<file path="src/rtl/piso_pkg.sv">
// Shared types and constants for the serial transmit controller and its shift register.
package piso_pkg;

  typedef enum logic {
    IDLE  = 1'b0,
    SHIFT = 1'b1
  } tx_state_t;

  localparam logic SEL_LOAD  = 1'b0;
  localparam logic SEL_SHIFT = 1'b1;

  function automatic int unsigned cnt_w(input int unsigned width);
    return $clog2(width);
  endfunction

endpackage

</file>
<file path="src/rtl/piso_shreg.sv">
// Generic load/shift register; stage 0 drives sq and zeros fill in from the far end.
module piso_shreg
  import piso_pkg::*;
#(
  parameter int unsigned WIDTH = 4
) (
  input  logic             clk,
  input  logic             rst,
  input  logic             sel,
  input  logic [WIDTH-1:0] pdata,
  output logic             sq
);

  logic [WIDTH-1:0] r_stage;

  always_ff @(posedge clk) begin
    if (rst) begin
      r_stage <= '0;
    end else if (sel == SEL_LOAD) begin
      r_stage <= pdata;
    end else begin
      r_stage <= {1'b0, r_stage[WIDTH-1:1]};
    end
  end

  assign sq = r_stage[0];

endmodule

</file>
<file path="src/rtl/piso_tx_ctrl.sv">
// Serial transmit controller: valid/ready word intake, bit sequencing and frame markers
// around a load/shift register.
module piso_tx_ctrl
  import piso_pkg::*;
#(
  parameter int unsigned WIDTH     = 4,
  parameter int unsigned LSB_FIRST = 1
) (
  input  logic             clk,
  input  logic             rst,
  input  logic [WIDTH-1:0] in_data,
  input  logic             in_valid,
  output logic             in_ready,
  output logic             sout,
  output logic             sout_valid,
  output logic             frame_start,
  output logic             frame_end,
  output logic             busy
);

  localparam int unsigned     CntW    = cnt_w(WIDTH);
  localparam logic [CntW-1:0] LastIdx = CntW'(WIDTH - 1);

  tx_state_t       r_state;
  tx_state_t       w_state_nxt;
  logic [CntW-1:0] r_bit_cnt;
  logic [CntW-1:0] w_cnt_nxt;
  logic            w_sel;
  logic            w_last;
  logic            w_accept;
  logic            w_sq;
  logic [WIDTH-1:0] w_pdata;

  // Stage 0 is the output end, so the first bit to send must land there.
  for (genvar gi = 0; gi < WIDTH; gi++) begin : g_map
    assign w_pdata[gi] = (LSB_FIRST != 0) ? in_data[gi] : in_data[WIDTH-1-gi];
  end

  assign w_last   = (r_state == SHIFT) && (r_bit_cnt == LastIdx);
  assign in_ready = !rst && ((r_state == IDLE) || w_last);
  assign w_accept = in_valid && in_ready;

  always_ff @(posedge clk) begin
    if (rst) begin
      r_state   <= IDLE;
      r_bit_cnt <= '0;
    end else begin
      r_state   <= w_state_nxt;
      r_bit_cnt <= w_cnt_nxt;
    end
  end

  always_comb begin
    w_state_nxt = r_state;
    w_cnt_nxt   = r_bit_cnt;
    w_sel       = SEL_SHIFT;
    if (w_accept) begin
      w_state_nxt = SHIFT;
      w_cnt_nxt   = '0;
      w_sel       = SEL_LOAD;
    end else if (r_state == SHIFT) begin
      if (r_bit_cnt == LastIdx) begin
        w_state_nxt = IDLE;
        w_cnt_nxt   = '0;
      end else begin
        w_cnt_nxt = r_bit_cnt + CntW'(1);
      end
    end
  end

  piso_shreg #(
    .WIDTH(WIDTH)
  ) u_shreg (
    .clk  (clk),
    .rst  (rst),
    .sel  (w_sel),
    .pdata(w_pdata),
    .sq   (w_sq)
  );

  assign sout_valid  = (r_state == SHIFT);
  assign busy        = (r_state == SHIFT);
  assign sout        = w_sq & sout_valid;
  assign frame_start = (r_state == SHIFT) && (r_bit_cnt == '0);
  assign frame_end   = w_last;

endmodule
</file>
<file path="config.mk">
export PLATFORM = sky130hd
export DESIGN_NAME = piso_tx_ctrl
export DESIGN_NICKNAME = d
export VERILOG_FILES = /design/src/rtl/piso_pkg.sv /design/src/rtl/piso_shreg.sv /design/src/rtl/piso_tx_ctrl.sv
export SDC_FILE = /design/constraint.sdc
export NUM_CORES = 1
export LEC_CHECK = 0
export CAP_MARGIN = 20
export CELL_PAD_IN_SITES_DETAIL_PLACEMENT = 1
export CELL_PAD_IN_SITES_GLOBAL_PLACEMENT = 2
export CORE_AREA = 2 2 39 41
export CTS_BUF_LIST = sky130_fd_sc_hd__clkbuf_8
export DETAILED_ROUTE_END_ITERATION = 16
export DIE_AREA = 0 0 41 43
export DONT_BUFFER_PORTS = 1
export GPL_ROUTABILITY_DRIVEN = 0
export PLACE_DENSITY_LB_ADDON = 0.1
export SYNTH_ARGS = -nofsm -noshare
export SYNTH_HDL_FRONTEND = slang
export SYNTH_SLANG_ARGS = --single-unit
</file>
<file path="constraint.sdc">
create_clock -name clk -period 2.1 [get_ports clk]
set_input_delay 0.21 -clock clk [delete_from_list [all_inputs] [get_ports clk]]
set_output_delay 0.21 -clock clk [all_outputs]
set_load 0.05 [all_outputs]
</file>
# After elaboration in Yosys (flattened, before gate mapping)
# Index checks and enable logic that the tools add are counted.
[word_totals]
rom_bits = 0
mem_count = 0
ram_bits = 0
register_bits = 7
latch_bits = 0
input_bits = 7
[classes]
reduce_logical = 9
eq_ne = 1
add_sub_neg = 1
n_mux = 5
n_lt_le_gt_ge = 0
div = 0
multipliers = 0
bitwise = 3
n_shift = 0
[op_table]
columns = ["op", "count"]
rows = [
  ["logical AND 1 bit", 4],
  ["OR reduction 2 bit", 2],
  ["two-way mux 1 bit", 3],
  ["two-way mux 3 bit", 1],
  ["adder 2 x 1 -> 2 bit (second input constant)", 1],
  ["== test 2 bit (second input constant)", 1],
  ["zero test 2 bit", 1],
  ["two-way mux 2 bit", 1],
  ["inverter 1 bit", 2],
  ["bitwise AND 1 bit", 1],
  ["zero test 1 bit", 1],
  ["logical OR 1 bit", 1],
]

# Logic depth before layout (Yosys ltp)
[logic_depth]
ltp_word = 7
ltp_mapped = 4
mapped_depth_nobuf = 4

# Hierarchy
# A second synthesis with hierarchy kept.
[hier_totals]
hier_cells = 35
hier_area_um2 = 326.6
[by_module_without_submodules]
columns = ["module", "instances", "area_per_inst_um2", "cells_per_inst"]
rows = [
  ["piso_tx_ctrl", 1, 197.7, 24],
  ["piso_shreg", 1, 128.9, 11],
]

# Least setup slack after synthesis
# OpenSTA, ideal clock, no wires.
[synth_path]
kind = "reg2reg"
start = "register r_state (netlist: busy)"
end = "register u_shreg.r_stage[3]"
setup_time_ns = 0.061
t_arrival_ns = 1.445
path_slack_ns = 0.594
path_buffers = 0
path_stages_with_launch = 4
required_time_ns = 2.039
path_cell_list = "dfxtp_1 -> and2b_4 -> nor2_2 -> and3_1"
[synth_via]
elab_chain_cells = 6
elab_cells_between_ends = 7
[synth_rtl]
columns = ["element", "line", "source"]
rows = [
  ["start: declaration", "piso_tx_ctrl.sv:24", "tx_state_t r_state;"],
  ["start signal: assignment", "piso_tx_ctrl.sv:48", "r_state <= w_state_nxt;"],
  ["logical AND 1 bit / inverter 1 bit (equally long branches)", "piso_tx_ctrl.sv:39, piso_tx_ctrl.sv:40", ""],
  ["logical OR 1 bit *", "piso_tx_ctrl.sv:40", "assign in_ready = !rst && ((r_state == IDLE) || w_last);"],
  ["logical AND 1 bit *", "piso_tx_ctrl.sv:40", ""],
  ["net in_ready", "piso_tx_ctrl.sv:13", "output logic in_ready,"],
  ["logical AND 1 bit *", "piso_tx_ctrl.sv:41", "assign w_accept = in_valid && in_ready;"],
  ["inverter 1 bit (no source line) *", "n/a", ""],
  ["OR reduction 2 bit (no source line) *", "n/a", ""],
  ["end signal: assignment", "piso_shreg.sv:20", "r_stage <= pdata;"],
  ["end signal: assignment", "piso_shreg.sv:22", "r_stage <= {1'b0, r_stage[WIDTH-1:1]};"],
  ["end: declaration", "piso_shreg.sv:14", "logic [WIDTH-1:0] r_stage;"],
]
# The timed path passes the listed nets; every way through them passes the cells marked *.
# A chain may end at the register's enable or synchronous reset.

# Worst setup path after layout
[layout_path]
start = "register r_bit_cnt[0]"
end = "output in_ready"
[layout_via]
elab_chain_cells = 4
[layout_rtl]
columns = ["element", "line", "source"]
rows = [
  ["start: declaration", "piso_tx_ctrl.sv:26", "logic [CntW-1:0] r_bit_cnt;"],
  ["start signal: assignment", "piso_tx_ctrl.sv:49", "r_bit_cnt <= w_cnt_nxt;"],
  ["== test 2 bit", "piso_tx_ctrl.sv:39", "assign w_last = (r_state == SHIFT) && (r_bit_cnt == LastIdx);"],
  ["logical AND 1 bit", "piso_tx_ctrl.sv:39", ""],
  ["logical OR 1 bit", "piso_tx_ctrl.sv:40", ""],
  ["logical AND 1 bit", "piso_tx_ctrl.sv:40", ""],
  ["end: declaration", "piso_tx_ctrl.sv:13", ""],
]
# Every way passes these cells.

==> flow_summary.json <==
{
  "outcome": "complete, no violations",
  "wire_per_inst_um": 11.6,
  "drc": 0,
  "reg2regPathDepth": 5,
  "cts.sinks": 7,
  "place_ws_ps": 761,
  "relSlewSlack": 0.817,
  "dr_total_vias": 264,
  "hold_path.startpoint": "rst",
  "portBuffers": 0,
  "synth-seq-cells": 7,
  "critical_path_class": "flip-flop to output pin",
  "period_minus_slack_ps": 1470,
  "cts_hold_buf": 0,
  "hold_class": "primary input to flip-flop",
  "syn2layout_area_growth_pct": 19.4,
  "path_clk_slew_ps": 40,
  "finalCritPeriodShare": 0.700,
  "postRouteAntennaNets": 0,
  "post-cts-setup-buffers": 0,
  "synthesis.instances": 38,
  "die_area_um2": 1760,
  "core_area_um2": 1380,
  "overflow": 0,
  "grt_usage": 0.106,
  "critPathCaptureType": "output pin",
  "drive_gt1_frac": 0.262,
  "wl_um": 671,
  "fin_skew_ps": 2.19,
  "dpl.hpwl_um": 507,
  "finalSetupViolations": 0,
  "yosysWarnings": 0,
  "hold_viol": 0,
  "syn_nets": 47,
  "io_pins": 13,
  "critPathMaxFanout": 4,
  "rows": 14,
  "cts_resized": 0,
  "reg2reg_slack_ps": 780,
  "start_util": 0.257,
  "p_leak_uw": 0.000182,
  "cts_tree": "yes",
  "crit_chain": "ha_1, and2b_4, nor2_2, buf_4",
  "htreeDepth": 1,
  "diodes": 0,
  "root_buffer": "clkbuf_8",
  "first_iter_violations": 2,
  "cpPeakStageDelay_ps": 310,
  "fmax_mhz": 680,
  "critPathArrivalTime_ps": 1260,
  "grt_pass1_wl_mm": 1.21,
  "clock_latency_ps": 230,
  "ys_seq_area_frac": 0.394,
  "die_w_um": 41,
  "grt_start_max_net_pins": 11,
  "hold_depth": 1,
  "multi_input_area_um2": 196,
  "peakVddDrop_mv": 0.283,
  "crit_slowest_cell": "dfxtp_1",
  "r2r_end": "u_shreg.r_stage[3]",
  "worstPathRequired_ps": 1890,
  "fin_nets": 52,
  "slew_violations": 0,
  "viasPerCell": 4.55,
  "power-per-cell-area_nw_per_um2": 918,
  "cts_buffers": 3,
  "setup_ws_ps": 629,
  "clockBufferDepth": 2,
  "ys_types": 17,
  "holdPathEnd": "r_bit_cnt[0]",
  "num-fill-cells": 171,
  "die_y_um": 43,
  "syn_area_um2": 355,
  "rsz0062_at_grt": "false",
  "tns_ps": 0,
  "drv_cap": 0,
  "detail_route.first_pass.iterations": 2,
  "startpoint": "r_bit_cnt[0]",
  "avgSynthCellArea_um2": 9.35,
  "r2r-start": "r_bit_cnt[0]",
  "grt_pass1_vias": 304,
  "crit_path_start_kind": "flip-flop",
  "antenna_found_initial": 0,
  "worst_pin_slew_ps": 277,
  "seq_area_um2": 140
}
registers in the layout (all words and copies together), names as in the netlist:
register / count
r_bit_cnt: 2
busy: 1
u_shreg.r_stage: 4
power breakdown:
| group | internal [µW] | switching, µW | leakage [µW] | total [µW] |
|---|---|---|---|---|
| combinational | 18.9 | 35.0 | 0.0000978 | 53.9 |
| sequential | 141 | 4.61 | 0.0000575 | 146 |
| clock | 127 | 63.0 | 0.0000269 | 190 |
| total | 287 | 103 | 0.000182 | 389 |
cell usage in the layout, fill, tap and decap left out, types with 2 or more instances in the layout:
cell / count
nand2b_1: 6
inv_1: 3
buf_4: 2
dfxtp_1: 7
mux2i_1: 3
ha_1: 2
and2_2: 3
nor3b_1: 2
clkbuf_8: 3
nor2_1: 4
through the flow:
step	cell area (µm²)	util	total power (µW)	instances	hold slack [ps]
floorplan	355	-	197	38	331
global placement	379	0.274	201	54	284
detailed placement	379	0.274	203	54	287
CTS	424	0.307	398	58	41.7
global route	424	0.307	409	58	38.4
finish	424	0.307	389	58	48.1
worst max-delay path, delay by kind of cell, from the launching register on:
family,cells,cell delay (ps)
adders and majority gates,1,210
buffers and inverters,1,180
DFF,1,310
and+or+nand+nor,2,330
Yosys cell counts:
| master | n | area share |
|---|---|---|
| nor2_1 | 4 | 0.042 |
| nor2b_4 | 1 | 0.039 |
| a21oi_1 | 1 | 0.014 |
| nor3b_1 | 2 | 0.042 |
| and2b_4 | 1 | 0.028 |
| mux2i_1 | 3 | 0.085 |
| nor2_2 | 1 | 0.018 |
| clkbuf_1 | 1 | 0.011 |
| ha_1 | 2 | 0.070 |
| nand2b_1 | 6 | 0.11 |
| a31oi_1 | 1 | 0.018 |
| buf_4 | 1 | 0.021 |
| and2_2 | 3 | 0.063 |
| nand2_1 | 1 | 0.011 |
| and3_1 | 1 | 0.018 |
| inv_1 | 2 | 0.021 |
| dfxtp_1 | 7 | 0.39 |
layout make-up:
type / instances / share of cell area
Clock buffer: 3 / 0.0973
Inverter: 2 / 0.0177
Multi-Input combinational cell: 27 / 0.463
Tap cell: 16 / 0.0472
Clock inverter: 1 / 0.00885
Timing Repair Buffer: 2 / 0.0354
Sequential cell: 7 / 0.330
how the worst max path moves through the flow:
| stage | end | slack (ps) |
|---|---|---|
| floorplan | u_shreg.r_stage[3] | 590 |
| global placement | u_shreg.r_stage[3] | 790 |
| detailed placement | u_shreg.r_stage[3] | 760 |
| CTS | in_ready | 610 |
| global route | in_ready | 570 |
| finish | in_ready | 630 |
cells by family (layout without fill, tap and decap cells):
logic type | Yosys count | after routing | synth area share
simple gates | 20 | 20 | 0.366
flops | 7 | 7 | 0.394
fa+ha+maj | 2 | 2 | 0.0704
mux | 3 | 3 | 0.0845
buf+inv | 4 | 8 | 0.0528
compound gates | 2 | 2 | 0.0317
routing by layer:
metal  GRT usage  share of wire  wire length, µm
met1       0.117           0.42              284
met2       0.141           0.46              306
met3      0.0576          0.089               60
met4      0.0867          0.031               21
met5           0              0                0
(Power assumes the default switching activity.)
==> variant, RTL diff (same flow settings) <==
`WIDTH` is set to 4 in 2 places; all go to 6.
--- a/src/rtl/piso_shreg.sv
+++ b/src/rtl/piso_shreg.sv
@@ -4,3 +4,3 @@
 #(
-  parameter int unsigned WIDTH = 4
+  parameter int unsigned WIDTH = 6
 ) (
--- a/src/rtl/piso_tx_ctrl.sv
+++ b/src/rtl/piso_tx_ctrl.sv
@@ -5,3 +5,3 @@
 #(
-  parameter int unsigned WIDTH     = 4,
+  parameter int unsigned WIDTH     = 6,
   parameter int unsigned LSB_FIRST = 1
Ports: changed (resized in_data); port bits go from 13 to 15. The function was not compared with the original's and may differ.
==> variant against the original RTL <==
- register-to-register slack better by 0.04 ns
- first-iteration DRC count grew 50%
- area after synthesis increased by 40%
- cell area rose by 53%
- critical endpoint unchanged
- sequential cell count up 3
- total power grew 36%
- wire length is 55% higher
- setup slack got worse by 0.10 ns
- utilization is 16 points higher
- count of clock-buffer cells in the layout up 1
- clock skew about the same
==> variant: results (changes against the original RTL) <==
status: "complete, no violations"  # unchanged
seq_power_share_pct: 40.4  # was 37.4%
drtIter0Drc: 3  # was 2
ys_types: 18  # was 17
cp_max_fo: 8  # was 4
intPower_w: 0.000403  # was 0.000287 W
clockBufferDepth: 2  # unchanged
relSlewSlack_pct: 75.7  # was 81.7%
largest_register_ffs: 6  # was 4
finalCritPeriodShare_pct: 74.8  # was 70.0%
synth-seq-cells: 10  # was 7
regArea_um2: 200  # was 140 um^2
min_path_cells: 1  # unchanged
num-nets-final: 66  # was 52
multi_input_gates: 35  # was 27
inverters_excl_clock: 1  # was 2
p_switching_w: 0.000128  # was 0.000103 W
critPathTopFamily: "flip-flops"  # was simple AND/OR/NAND/NOR gates
clk_latency_ns: 0.23  # about the same
multiInputGateArea_um2: 287  # was 196 um^2
synthTopCellsByCount: "nand2b_1 (11), dfxtp_1 (10), mux2i_1 (7)"  # was dfxtp_1 (7), nand2b_1 (6), nor2_1 (4)
bufAreaShareNonClock_pct: 12.7  # was 3.54%
grt_pass1_wl_um: 1680  # was 1210 um
nNonClkBuffers: 6  # was 2
place_ws_ns: 0.763  # was 0.761 ns
arrival_ns: 1.36  # was 1.26 ns
critPathCapture: "in_ready"  # unchanged
syn_nets: 59  # was 47
slowest_delay_ns: 0.53  # was 0.31 ns
clockPowerShare_pct: 44.4  # was 48.8%
cts.reportedPaths.clkPinSlew_ns: 0.05
clkbuf_count: 4  # was 3
p_leak_nw: 0.280  # was 0.182 nW
yosys-top-cells-area: "dfxtp_1 (40%), mux2i_1 (14%), nand2b_1 (14%)"  # was dfxtp_1 (39%), nand2b_1 (11%), mux2i_1 (8.5%)
wl_um: 1040  # was 671 um
post_cts_buffers: 0  # unchanged
antenna_cells: 0  # unchanged
min_from: "rst"  # unchanged
area_share_clock_buf_inv_pct: 8.49  # was 10.6%
grt_max_degree: 16  # was 11
yosysSeqAreaShare_pct: 40.3  # was 39.4%
timing.rr.end: "u_shreg.r_stage[1]"  # was u_shreg.r_stage[3]
avgViaCountPerCell: 5.03  # was 4.55
fillers: 157  # was 171
port_buffers: 0  # unchanged
r2r_slack_ns: 0.82  # was 0.78 ns
clock_skew_ns: 0.00265  # was 0.00219 ns
dp_hpwl_um: 785  # was 507 um
first_pass_iters: 3  # was 2
hold_path_end: "r_bit_cnt[1]"  # was r_bit_cnt[0]
slowest_stage: "dfxtp_1"  # unchanged
grt.total_usage_pct: 14.6  # was 10.6%
worst_r2r_path_depth: 3  # was 5
peakVddDrop_v: 0.000447  # was 0.000283 V
drive_above_1_share_pct: 26.8  # was 26.2%
grt_pass1_vias: 383  # was 304
## variant: cell count changes in the layout (fill, tap and decap cells not counted), moves of 2 or more
cell / delta
a21oi_1: +3
and2_2: -3
buf_12: +3
dfxtp_1: +3
ha_1: -2
inv_1: -2
mux2i_1: +4
nand2b_1: +5
nor3b_1: -2
## variant: cells by family after synthesis
family,after synthesis,synth area share [%]
AND/OR/NAND/NOR,22,31.5
flip-flops,10,40.3
multiplexers,7,14.1
AO/OA/AOI/OAI,6,9.07
buffers and inverters,5,5.04
## variant: metal layers
metal	routed length, um	global-route usage, %	vias up
li1	-	-	182
met1	424	14.7	171
met2	563	24.1	9
met3	52	7.33	0
met4	0	6.00	0
met5	0	0	-
## variant: through the flow
stage	instances	utilization, %	area, um^2	hold WS (ns)
after global placement	68	42.9	593	0.285
after CTS	72	46.8	648	0.0414
after detailed placement	68	42.9	593	0.286
final	72	46.8	648	0.0457
after global routing	72	46.8	648	0.0367
after floorplan	50	-	512	0.327
